<file path="config.mk">
export PLATFORM = sky130hd
export DESIGN_NAME = pulsar_adc_rd
export DESIGN_NICKNAME = d
export VERILOG_FILES = /design/src/rtl/pulsar_adc_rd.sv
export SDC_FILE = /design/constraint.sdc
export NUM_CORES = 1
export LEC_CHECK = 0
export ABC_CLOCK_PERIOD_IN_PS = 3400
export BUFFER_PORTS_ARGS = -buffer_cell sky130_fd_sc_hd__buf_2
export CORE_ASPECT_RATIO = 1.2
export CORE_MARGIN = 1
export CORE_UTILIZATION = 55
export DETAILED_ROUTE_END_ITERATION = 6
export PLACE_DENSITY = 0.74
export SKIP_CTS_REPAIR_TIMING = 1
export SLEW_MARGIN = 20
export SYNTH_ARGS = -nofsm -noshare
export SYNTH_HDL_FRONTEND = slang
export SYNTH_SLANG_ARGS = --single-unit
</file>
<file path="constraint.sdc">
create_clock -name clk -period 3.4 [get_ports clk]
set_input_delay 0.68 -clock clk [delete_from_list [all_inputs] [get_ports clk]]
set_output_delay 0.68 -clock clk [all_outputs]
set_load 0.005 [all_outputs]
</file>
<file path="src/rtl/pulsar_adc_rd.sv">
// pulsar_adc_rd
// Frame controller for NCH PulSAR-style SAR ADCs sharing one cnv and one sck,
// each with its own SDO lane. A frame raises cnv for TCONV cycles, keeps cnv
// and sck low for TQUIET cycles, then clocks out BITS bits MSB first. All
// lanes are sampled on the clk edge that drives sck 0->1.
//
// Ports
//   clk      in   system clock
//   rst      in   synchronous active-high reset
//   start    in   one-cycle frame request
//   auto_en  in   level; frames are requested every PERIOD cycles while high
//   clr_ovr  in   clears overrun
//   sdo      in   [NCH]       serial data, lane k from ADC k
//   cnv      out  conversion start, active high
//   sck      out  serial clock, idles low
//   busy     out  frame in progress
//   data     out  [NCH*BITS]  last frame; channel k at data[k*BITS +: BITS]
//   valid    out  one-cycle strobe when data updates
//   overrun  out  sticky; a trigger arrived outside IDLE and was dropped
//
// state    | meaning
// ST_IDLE  | waiting for start or auto tick
// ST_CONV  | cnv high, ADCs converting (TCONV cycles)
// ST_QUIET | cnv and sck low before the first sck rise (TQUIET cycles)
// ST_SHIFT | BITS sck periods, HDIV cycles low then HDIV cycles high each

module pulsar_adc_rd #(
  parameter int NCH    = 2,
  parameter int BITS   = 16,
  parameter int HDIV   = 1,
  parameter int TCONV  = 80,
  parameter int TQUIET = 2,
  parameter int PERIOD = 200
) (
  input  logic                 clk,
  input  logic                 rst,
  input  logic                 start,
  input  logic                 auto_en,
  input  logic                 clr_ovr,
  input  logic [NCH-1:0]       sdo,
  output logic                 cnv,
  output logic                 sck,
  output logic                 busy,
  output logic [NCH*BITS-1:0]  data,
  output logic                 valid,
  output logic                 overrun
);

  localparam int TM1  = (TCONV > TQUIET) ? TCONV : TQUIET;
  localparam int TMAX = (TM1 > HDIV) ? TM1 : HDIV;
  localparam int CW   = $clog2(TMAX + 1);
  localparam int AW   = $clog2(PERIOD);
  localparam int BW   = $clog2(BITS);

  typedef enum logic [1:0] {
    ST_IDLE  = 2'd0,
    ST_CONV  = 2'd1,
    ST_QUIET = 2'd2,
    ST_SHIFT = 2'd3
  } state_t;

  state_t              r_state, w_state_n;
  logic [CW-1:0]       r_cnt, w_cnt_n;
  logic [BW-1:0]       r_bit, w_bit_n;
  logic [AW-1:0]       r_acnt;
  logic                r_cnv, w_cnv_n;
  logic                r_sck, w_sck_n;
  logic                r_busy, w_busy_n;
  logic                r_valid, w_valid_n;
  logic                r_ovr, w_ovr_n;
  logic [NCH*BITS-1:0] r_data, w_data_n;
  logic [NCH*BITS-1:0] r_shift, w_shift_n;

  logic w_tick;
  logic w_trig;

  // start and an auto tick in the same cycle collapse into a single trigger
  assign w_tick = auto_en && (r_acnt == AW'(PERIOD - 1));
  assign w_trig = start || w_tick;

  always_ff @(posedge clk) begin
    if (rst) begin
      r_acnt <= '0;
    end else if (!auto_en || w_tick) begin
      r_acnt <= '0;
    end else begin
      r_acnt <= r_acnt + AW'(1);
    end
  end

  always_ff @(posedge clk) begin
    if (rst) begin
      r_state <= ST_IDLE;
      r_cnt   <= '0;
      r_bit   <= '0;
      r_cnv   <= 1'b0;
      r_sck   <= 1'b0;
      r_busy  <= 1'b0;
      r_valid <= 1'b0;
      r_ovr   <= 1'b0;
      r_data  <= '0;
      r_shift <= '0;
    end else begin
      r_state <= w_state_n;
      r_cnt   <= w_cnt_n;
      r_bit   <= w_bit_n;
      r_cnv   <= w_cnv_n;
      r_sck   <= w_sck_n;
      r_busy  <= w_busy_n;
      r_valid <= w_valid_n;
      r_ovr   <= w_ovr_n;
      r_data  <= w_data_n;
      r_shift <= w_shift_n;
    end
  end

  always_comb begin
    w_state_n = r_state;
    w_cnt_n   = r_cnt;
    w_bit_n   = r_bit;
    w_cnv_n   = r_cnv;
    w_sck_n   = r_sck;
    w_busy_n  = r_busy;
    w_valid_n = 1'b0;
    w_ovr_n   = r_ovr;
    w_data_n  = r_data;
    w_shift_n = r_shift;

    // a drop in the same cycle as clr_ovr wins so the lost trigger is not hidden
    if (clr_ovr) begin
      w_ovr_n = 1'b0;
    end
    if (w_trig && (r_state != ST_IDLE)) begin
      w_ovr_n = 1'b1;
    end

    case (r_state)
      ST_IDLE: begin
        if (w_trig) begin
          w_state_n = ST_CONV;
          w_cnv_n   = 1'b1;
          w_busy_n  = 1'b1;
          w_cnt_n   = CW'(TCONV - 1);
        end
      end
      ST_CONV: begin
        if (r_cnt != '0) begin
          w_cnt_n = r_cnt - CW'(1);
        end else begin
          w_state_n = ST_QUIET;
          w_cnv_n   = 1'b0;
          w_cnt_n   = CW'(TQUIET - 1);
        end
      end
      ST_QUIET: begin
        if (r_cnt != '0) begin
          w_cnt_n = r_cnt - CW'(1);
        end else begin
          w_state_n = ST_SHIFT;
          w_sck_n   = 1'b0;
          w_cnt_n   = CW'(HDIV - 1);
          w_bit_n   = BW'(BITS - 1);
        end
      end
      ST_SHIFT: begin
        if (r_cnt != '0) begin
          w_cnt_n = r_cnt - CW'(1);
        end else if (!r_sck) begin
          // end of low half: raise sck and capture every lane on this edge
          w_sck_n = 1'b1;
          w_cnt_n = CW'(HDIV - 1);
          for (int k = 0; k < NCH; k++) begin
            w_shift_n[k*BITS +: BITS] = {r_shift[k*BITS +: BITS-1], sdo[k]};
          end
        end else if (r_bit == '0) begin
          w_state_n = ST_IDLE;
          w_sck_n   = 1'b0;
          w_busy_n  = 1'b0;
          w_valid_n = 1'b1;
          w_data_n  = r_shift;
        end else begin
          w_sck_n = 1'b0;
          w_cnt_n = CW'(HDIV - 1);
          w_bit_n = r_bit - BW'(1);
        end
      end
      default: begin
        w_state_n = ST_IDLE;
      end
    endcase
  end

  assign cnv     = r_cnv;
  assign sck     = r_sck;
  assign busy    = r_busy;
  assign data    = r_data;
  assign valid   = r_valid;
  assign overrun = r_ovr;

endmodule

</file>
==> results of run 1 <==
[power by group]
group | switching [mW] | internal (mW) | leakage [nW]
clock | 0.375 | 0.420 | 0.108
combinational | 0.302 | 0.186 | 0.682
sequential | 0.0556 | 1.11 | 0.728
total | 0.733 | 1.72 | 1.52
[path summary, 6_finish.rpt]
path,startpoint,to,slack (ns),cells after the start
setup / recovery,r_bit[0],r_cnt[6],0.85,6
hold / removal,r_acnt[0],r_acnt[0],0.45,1
setup reg to reg,r_bit[0],r_cnt[6],0.85,6
hold reg to reg,r_acnt[0],r_acnt[0],0.45,1
[layout make-up]
class	count	area share [%]
flip-flops and latches	90	44.1
multi-input cells	319	40.9
repair buffers	47	6.00
clock buffers	11	3.21
well taps	85	2.60
clock inverters	5	2.11
inverters	12	1.10
[synthesized netlist by cell type, types with 3 or more instances]
library cell  instances
xor2_1                7
o21ai_0               7
inv_1                11
nand3_1               5
nor4_1                4
a21oi_1              80
a211oi_1              5
ha_1                  9
dfxtp_1              90
nor2_1               14
buf_2                 5
nor3_1                3
a311oi_1              6
clkbuf_1             21
nand2_1             138
nand2b_1              6
[critical path: cells and delay by family (launching register included)]
| kind | cells | cell delay (ns) |
|---|---|---|
| simple gates | 3 | 1.61 |
| compound gates | 1 | 0.26 |
| flops | 1 | 0.34 |
| fa+ha+maj | 1 | 0.19 |
| buf+inv | 1 | 0.06 |
[layer usage]
layer | GRT usage (%) | wire, µm | vias up
met1 | 24.9 | 3240 | 1385
met3 | 3.13 | 138 | 10
met2 | 36.6 | 3400 | 43
met4 | 9.78 | 120 | 0
li1 | - | - | 1569
met5 | 0 | 0 | -
[registers in the layout, indices dropped and copies added (netlist names)]
signal / count
data: 32
r_shift: 32
r_acnt: 8
r_cnt: 7
r_bit: 4
r_state: 2
busy: 1
cnv: 1
overrun: 1
sck: 1
valid: 1
[per-stage QoR]
| step | worst slack, ns | instance area (µm²) | util [%] | hold WS, ns | total power, mW |
|---|---|---|---|---|---|
| final | 0.852 | 4090 | 63.8 | 0.446 | 2.45 |
| after global routing | 0.684 | 4090 | 63.8 | 0.467 | 2.58 |
| after floorplan | 1.28 | 3620 | - | 0.413 | 1.56 |
| after CTS | 0.846 | 4090 | 63.8 | 0.446 | 2.46 |
| after global placement | 0.920 | 3870 | 60.4 | 0.429 | 1.66 |
| after detailed placement | 0.859 | 3870 | 60.4 | 0.432 | 1.67 |
[kinds of logic after synthesis]
kind of cell | after synthesis | share of synthesized area, %
flops | 90 | 49.8
xor+xnor | 9 | 2.18
buf+inv | 39 | 4.42
mux | 2 | 0.553
compound gates | 109 | 16.9
simple gates | 190 | 23.0
fa+ha+maj | 9 | 3.11
==> out/qor.csv, run 1 <==
metric;value;unit
status;finished clean;
required time of the worst setup path;3.66;ns
setup TNS;0;ns
area of the multi-input gates;1670;µm²
Residual DRC;0;
Synth area leader;dfxtp_1;
synthesized area;3620;µm²
clock tree sinks;90;
share of the synthesized area in the top cell type;49.8;%
startpoint types;register;
number of synthesized flops with an enable pin;0;
First DRT Iteration DRCs;215;
max-cap violations;0;
slowest CP cell;or4_4;
Core Region;6410;µm²
Die W;76.1;µm
Area Overhead vs Synth;13.0;%
Syn. warnings;0;
row count;32;
Primary FF master, synth;dfxtp_1;
# setup viols final;0;
via/cell ratio;5.28;
HP Class;register to register;
post-DP HPWL;4460;µm
share of cells above drive strength 1;13.2;%
Pleak;1.52;nW
CP Capture Type;register;
io pins;44;
Net count, final;495;
first-pass GRT wire length;11700;µm
Tmin final;2.55;ns
largest cells by area after synthesis;dfxtp_1 50%, nand2_1 14%, a21oi_1 11%;
final hold vios;0;
placer congestion estimate;0.849;
Fmax achieved;0.392;GHz
WL final;6900;µm
WS Path Type;register to register;
critical-path cell list;inv_1 > ha_1 > or4bb_1 > or4_4 > and2_1 > a311oi_1;
Overflow after GRT;0;
Finished Layout Cells;569;
vias in the first global route;2726;
Vias;3007;
placed cells;553;
clock buffer depth;2;
global router's overall resource usage;20.9;%
worst skew pair latency;0.35;ns
syn_area_per_cell;8.08;µm²
worst-path fanout max;39;
Clock transition at path regs;0.09;ns
register area;1800;µm²
Clock Skews;0.00886;ns
Post-DRT Antenna Nets;0;
Port Buf Inserts;43;
Post-Syn Instances;448;
synth unique cells;44;
worst-margin pin slew;1.05;ns
TritonCTS clock tree;done;
pins over their slew limit;0;
largest net degree at the start of global routing;78;
asr flop ratio synth;0;%
wire per inst;12.1;µm
CP Data Arrival Time;2.81;ns
Filler cells;568;
most common cell after layout, fill and taps aside;nand2_1;
initial antenna violation count;0;
PD cells;599;nW/µm²
Net Count, Synth;464;
most frequent cells in the layout;138 x nand2_1, 90 x dfxtp_1, 80 x a21oi_1;
Num CTS Buffers;9;
RSZ-0062 raised after global routing;no;
Tcrit/Tclk final;75.0;%
H-tree depth;3;
register area share after synthesis;49.8;%
starting density of the core;56.5;%
Die Ht;90.9;µm
DIE AREA;6910;µm²
max_slew headroom;30.2;%
Clock Tree Root;clkbuf_8;
# diodes;0;
crit-path max cell delay;0.68;ns
Peak VDD IR;0.345;mV
drt pass-1 iters;4;
#FFs+latches synth;90;
No activity file was read; power rests on OpenSTA's default activity.
==> run 2, diff against run 1 <==
--- a/config.mk
+++ b/config.mk
@@ -5,13 +5,13 @@
 export SDC_FILE = /design/constraint.sdc
 export NUM_CORES = 1
 export LEC_CHECK = 0
-export ABC_CLOCK_PERIOD_IN_PS = 3400
+export ABC_CLOCK_PERIOD_IN_PS = 2150
 export BUFFER_PORTS_ARGS = -buffer_cell sky130_fd_sc_hd__buf_2
 export CORE_ASPECT_RATIO = 1.2
 export CORE_MARGIN = 1
-export CORE_UTILIZATION = 55
+export CORE_UTILIZATION = 52
 export DETAILED_ROUTE_END_ITERATION = 6
-export PLACE_DENSITY = 0.74
+export PLACE_DENSITY = 0.73
 export SKIP_CTS_REPAIR_TIMING = 1
 export SLEW_MARGIN = 20
 export SYNTH_ARGS = -nofsm -noshare
==> constraint.sdc (replaced) <==
create_clock -name clk -period 2.15 [get_ports clk]
set_input_delay 0.43 -clock clk [delete_from_list [all_inputs] [get_ports clk]]
set_output_delay 0.43 -clock clk [all_outputs]
set_load 0.005 [all_outputs]
==> run 2 against run 1 <==
  * Worst hold slack got worse by 0.14 ns
  * Combinational power rose by 90%
  * Sequential share of layout area fell by 2.3 points
  * Clock skew rose by 0.0024 ns
  * First-iteration DRC count rose by 2.3%
  * Register-to-register slack got worse by 0.76 ns
  * Maximum frequency rose by 24%
  * Critical path type unchanged
  * Largest cell class unchanged
  * Highest routed layer unchanged
==> out/qor.csv, run 2 (synthesis results as in run 1) <==
metric;value;unit
Hold WS;0.302;ns
Num CTS Buffers;9;
worst-path fanout max;10;
drt pass-1 iters;5;
Residual DRC;0;
Tmin final;2.06;ns
final hold vios;0;
Core Region;6570;µm²
clock buffer depth;2;
startpoint types;register;
setup TNS;0;ns
Finished Core Util;65.7;%
Overflow after GRT;0;
Pwr Total;4.07;mW
Fmax achieved;0.486;GHz
Net count, final;513;
wire per inst;12.6;µm
Die Ht;93.4;µm
placer congestion estimate;0.846;
status;finished clean;
Final WS setup;0.0937;ns
RSZ-0062 raised after global routing;yes;
CP Capture Type;register;
Finished Layout Cells;587;
Post-DRT Antenna Nets;0;
Tcrit/Tclk final;95.6;%
max-cap violations;0;
post-DP HPWL;4900;µm
initial antenna violation count;0;
switching share of power;30.3;%
crit-path max cell delay;0.51;ns
worst-margin pin slew;0.451;ns
starting density of the core;55.1;%
Die W;78.2;µm
most frequent cells in the layout;138 x nand2_1, 90 x dfxtp_1, 74 x a21oi_1;
pre-CTS setup slack;0.0579;ns
# diodes;0;
DP Area;4030;µm²
vias in the first global route;3030;
Finished Cell Area;4320;µm²
placed cells;571;
global router's overall resource usage;22.3;%
Clock transition at path regs;0.09;ns
# setup viols final;0;
WS Path Type;register to register;
max_slew headroom;69.6;%
via/cell ratio;5.39;
first-pass GRT wire length;12800;µm
TritonCTS clock tree;done;
Clock Tree Root;clkbuf_8;
clock tree sinks;90;
most common cell after layout, fill and taps aside;nand2_1;
cell family with most CP delay;simple AND/OR/NAND/NOR gates;
DIE AREA;7300;µm²
Port Buf Inserts;43;
PD cells;943;nW/µm²
share of cells above drive strength 1;18.7;%
CP Data Arrival Time;2.34;ns
combinational share of power;22.8;%
row count;32;
required time of the worst setup path;2.44;ns
share of power burned in registers;44.8;%
pins over their slew limit;0;
Pleak;1.63;nW
Area Overhead vs Synth;19.2;%
largest net degree at the start of global routing;78;
H-tree depth;3;
WL final;7400;µm
clock share of power;32.4;%
slowest CP cell;or4bb_1;
HP Class;input pin to register;
io pins;44;
Psw;1.23;mW
internal power;2.84;mW
Filler cells;561;
First DRT Iteration DRCs;220;
Clock Skews;0.0113;ns
critical-path cell list;inv_1 > ha_1 > or4bb_1 > or4_4 > buf_6 > a21bo_1 > a21oi_1;
worst skew pair latency;0.36;ns
Vias;3162;
Peak VDD IR;0.573;mV
CP bufs+invs;2;
run 2: metal layers:
metal	vias to the layer above	part of all wire [%]	global-route usage, %
met5	-	0	0
met4	0	2.2	10.6
met3	14	3.8	5.66
met2	66	48	39.1
met1	1473	46	25.1
li1	1609	-	-
run 2: worst min-delay path, cell delays in order:
cell     delay [ns]
buf_2          0.10
nand2_1        0.05
a21oi_1        0.05
run 2: area by class of cell:
class,instances,area [µm²],area share [%]
inverter,12,45.0,1.04
timing repair buffer,65,413,9.57
clock buffer,10,138,3.19
tap,85,106,2.46
sequential,90,1800,41.7
clock inverter,6,96.3,2.23
multi-input combinational,319,1720,39.8
run 2: final timing paths:
kind,cells past startpoint,from,slack (ns),end
max reg2reg,7,r_bit[1],0.09,r_cnt[4]
min,3,sdo[1],0.30,r_shift[16]
min reg2reg,1,r_acnt[0],0.44,r_acnt[0]
max,7,r_bit[1],0.09,r_cnt[4]
run 2: power groups by stage:
| stage | Clock [mW] | Sequential [mW] | Combinational, mW |
|---|---|---|---|
| 5_1_grt | 1.42 | 1.83 | 1.03 |
| 4_1_cts | 1.35 | 1.82 | 0.888 |
| 6_report | 1.32 | 1.82 | 0.929 |
| 2_1_floorplan | 0 | 1.86 | 0.603 |
| 3_5_place_dp | 0 | 1.86 | 0.876 |
| 3_3_place_gp | 0 | 1.85 | 0.861 |
==> run 3, diff against run 2 <==
--- a/config.mk
+++ b/config.mk
@@ -10,9 +10,11 @@
 export CORE_ASPECT_RATIO = 1.2
 export CORE_MARGIN = 1
 export CORE_UTILIZATION = 52
+export CTS_CLUSTER_SIZE = 30
 export DETAILED_ROUTE_END_ITERATION = 6
-export PLACE_DENSITY = 0.73
+export PLACE_DENSITY = 0.83
 export SKIP_CTS_REPAIR_TIMING = 1
+export SKIP_LAST_GASP = 1
 export SLEW_MARGIN = 20
 export SYNTH_ARGS = -nofsm -noshare
 export SYNTH_HDL_FRONTEND = slang
==> run 3 against run 2 <==
  * Highest routed layer unchanged
  * Total power fell by 5.0%
  * Flip-flop and latch count unchanged
  * Design area shrank 1.3%
  * Die area did not move
  * Non-clock buffer count is 2 lower
  * Clock power fell by 13%
  * Critical path type unchanged
  * First-iteration DRC count shrank 26%
  * Final cell count is 0.34% lower
  * Routed wire length rose by 1.2%
  * Global-route usage fell by 0.41 points
  * Critical endpoint unchanged
==> out/qor.csv, run 3 (synthesis results as in run 1) <==
metric;value;unit
TritonCTS clock tree;done;
global router's overall resource usage;21.9;%
max-cap violations;0;
drt pass-1 iters;4;
clock share of power;29.6;%
register area;1800;µm²
Die W;78.2;µm
worst-path fanout max;17;
clock buffer depth;2;
Clock Skews;0.00913;ns
worst skew pair latency;0.35;ns
status;finished clean;
# diodes;0;
Psw;1.20;mW
internal power;2.67;mW
Finished Core Util;64.9;%
Finished Cell Area;4260;µm²
DP Area;4040;µm²
Area Overhead vs Synth;17.7;%
worst-margin pin slew;0.435;ns
PD cells;908;nW/µm²
via/cell ratio;5.36;
io pins;44;
RSZ-0062 raised after global routing;yes;
placer congestion estimate;0.885;
starting density of the core;55.1;%
Clock transition at path regs;0.09;ns
max_slew headroom;70.9;%
Core Region;6570;µm²
CP Capture Type;register;
required time of the worst setup path;2.43;ns
most common cell after layout, fill and taps aside;nand2_1;
Fmax achieved;0.472;GHz
WL final;7490;µm
critical-path cell list;inv_2 > ha_2 > or4bb_1 > or4_4 > buf_6 > a21bo_1 > a21oi_1;
H-tree depth;3;
initial antenna violation count;0;
share of cells above drive strength 1;17.4;%
# setup viols final;0;
Overflow after GRT;0;
clock tree sinks;90;
Tcrit/Tclk final;98.5;%
row count;32;
Die Ht;93.4;µm
area of the multi-input gates;1680;µm²
CP Data Arrival Time;2.40;ns
placed cells;569;
share of power burned in registers;47.2;%
most frequent cells in the layout;138 x nand2_1, 88 x dfxtp_1, 80 x a21oi_1;
pins over their slew limit;0;
Filler cells;553;
Finished Layout Cells;585;
slowest CP cell;or4bb_1;
Vias;3138;
Port Buf Inserts;43;
WS Path Type;register to register;
HP Class;input pin to register;
combinational share of power;23.2;%
first-pass GRT wire length;12800;µm
post-DP HPWL;5130;µm
Num CTS Buffers;9;
Peak VDD IR;0.632;mV
vias in the first global route;2996;
largest net degree at the start of global routing;78;
wire per inst;12.8;µm
Post-DRT Antenna Nets;0;
crit-path max cell delay;0.52;ns
startpoint types;register;
final hold vios;0;
First DRT Iteration DRCs;163;
Tmin final;2.12;ns
Pwr Total;3.87;mW
switching share of power;31.0;%
Residual DRC;0;
Net count, final;511;
Clock Tree Root;clkbuf_8;
Pleak;1.60;nW
DIE AREA;7300;µm²
-- run 3: final timing paths --
kind / start / to / slack [ns] / depth (start not counted)
setup / recovery: r_bit[0] / r_cnt[4] / 0.03 / 7
hold / removal: sdo[0] / r_shift[0] / 0.32 / 3
hold reg to reg: r_acnt[0] / r_acnt[0] / 0.45 / 1
setup reg to reg: r_bit[0] / r_cnt[4] / 0.03 / 7
-- run 3: per-layer routing --
| metal | global-route usage (%) | share of wire [%] | vias to the layer above |
|---|---|---|---|
| met1 | 24.7 | 44 | 1488 |
| met2 | 40.2 | 52 | 45 |
| met4 | 8.02 | 1.1 | 0 |
| li1 | - | - | 1597 |
| met5 | 0 | 0 | - |
| met3 | 4.49 | 2.6 | 8 |
-- run 3: final cells by class --
cell class / count / area share [%]
timing repair buffer: 63 / 10.0
sequential: 90 / 42.3
clock inverter: 7 / 1.76
multi-input combinational: 319 / 39.4
tap: 85 / 2.50
inverter: 12 / 1.06
clock buffer: 9 / 2.91
-- run 3: through the flow --
stage               setup TNS (ns)  hold slack, ns  setup WS, ns
floorplan                        0           0.413        0.0269
global placement                 0           0.427        0.0595
detailed placement        -0.00433           0.438      -0.00433
CTS                        -0.0570           0.305       -0.0280
global route                -0.123           0.304       -0.0381
finish                           0           0.319        0.0313
-- run 3: worst max-delay path, delay by kind of cell (launching register included) --
kind / cells / cell delay (ns)
compound gates: 2 / 0.30
fa+ha+maj: 1 / 0.17
buf+inv: 2 / 0.23
flops: 1 / 0.35
simple gates: 2 / 1.01
-- run 3: power groups by stage --
stage | clock network [mW] | registers (mW) | logic [mW]
after global routing | 1.24 | 1.83 | 1.00
final | 1.15 | 1.82 | 0.898
after CTS | 1.17 | 1.82 | 0.885
after detailed placement | 0 | 1.86 | 0.878
after floorplan | 0 | 1.86 | 0.603
after global placement | 0 | 1.85 | 0.866
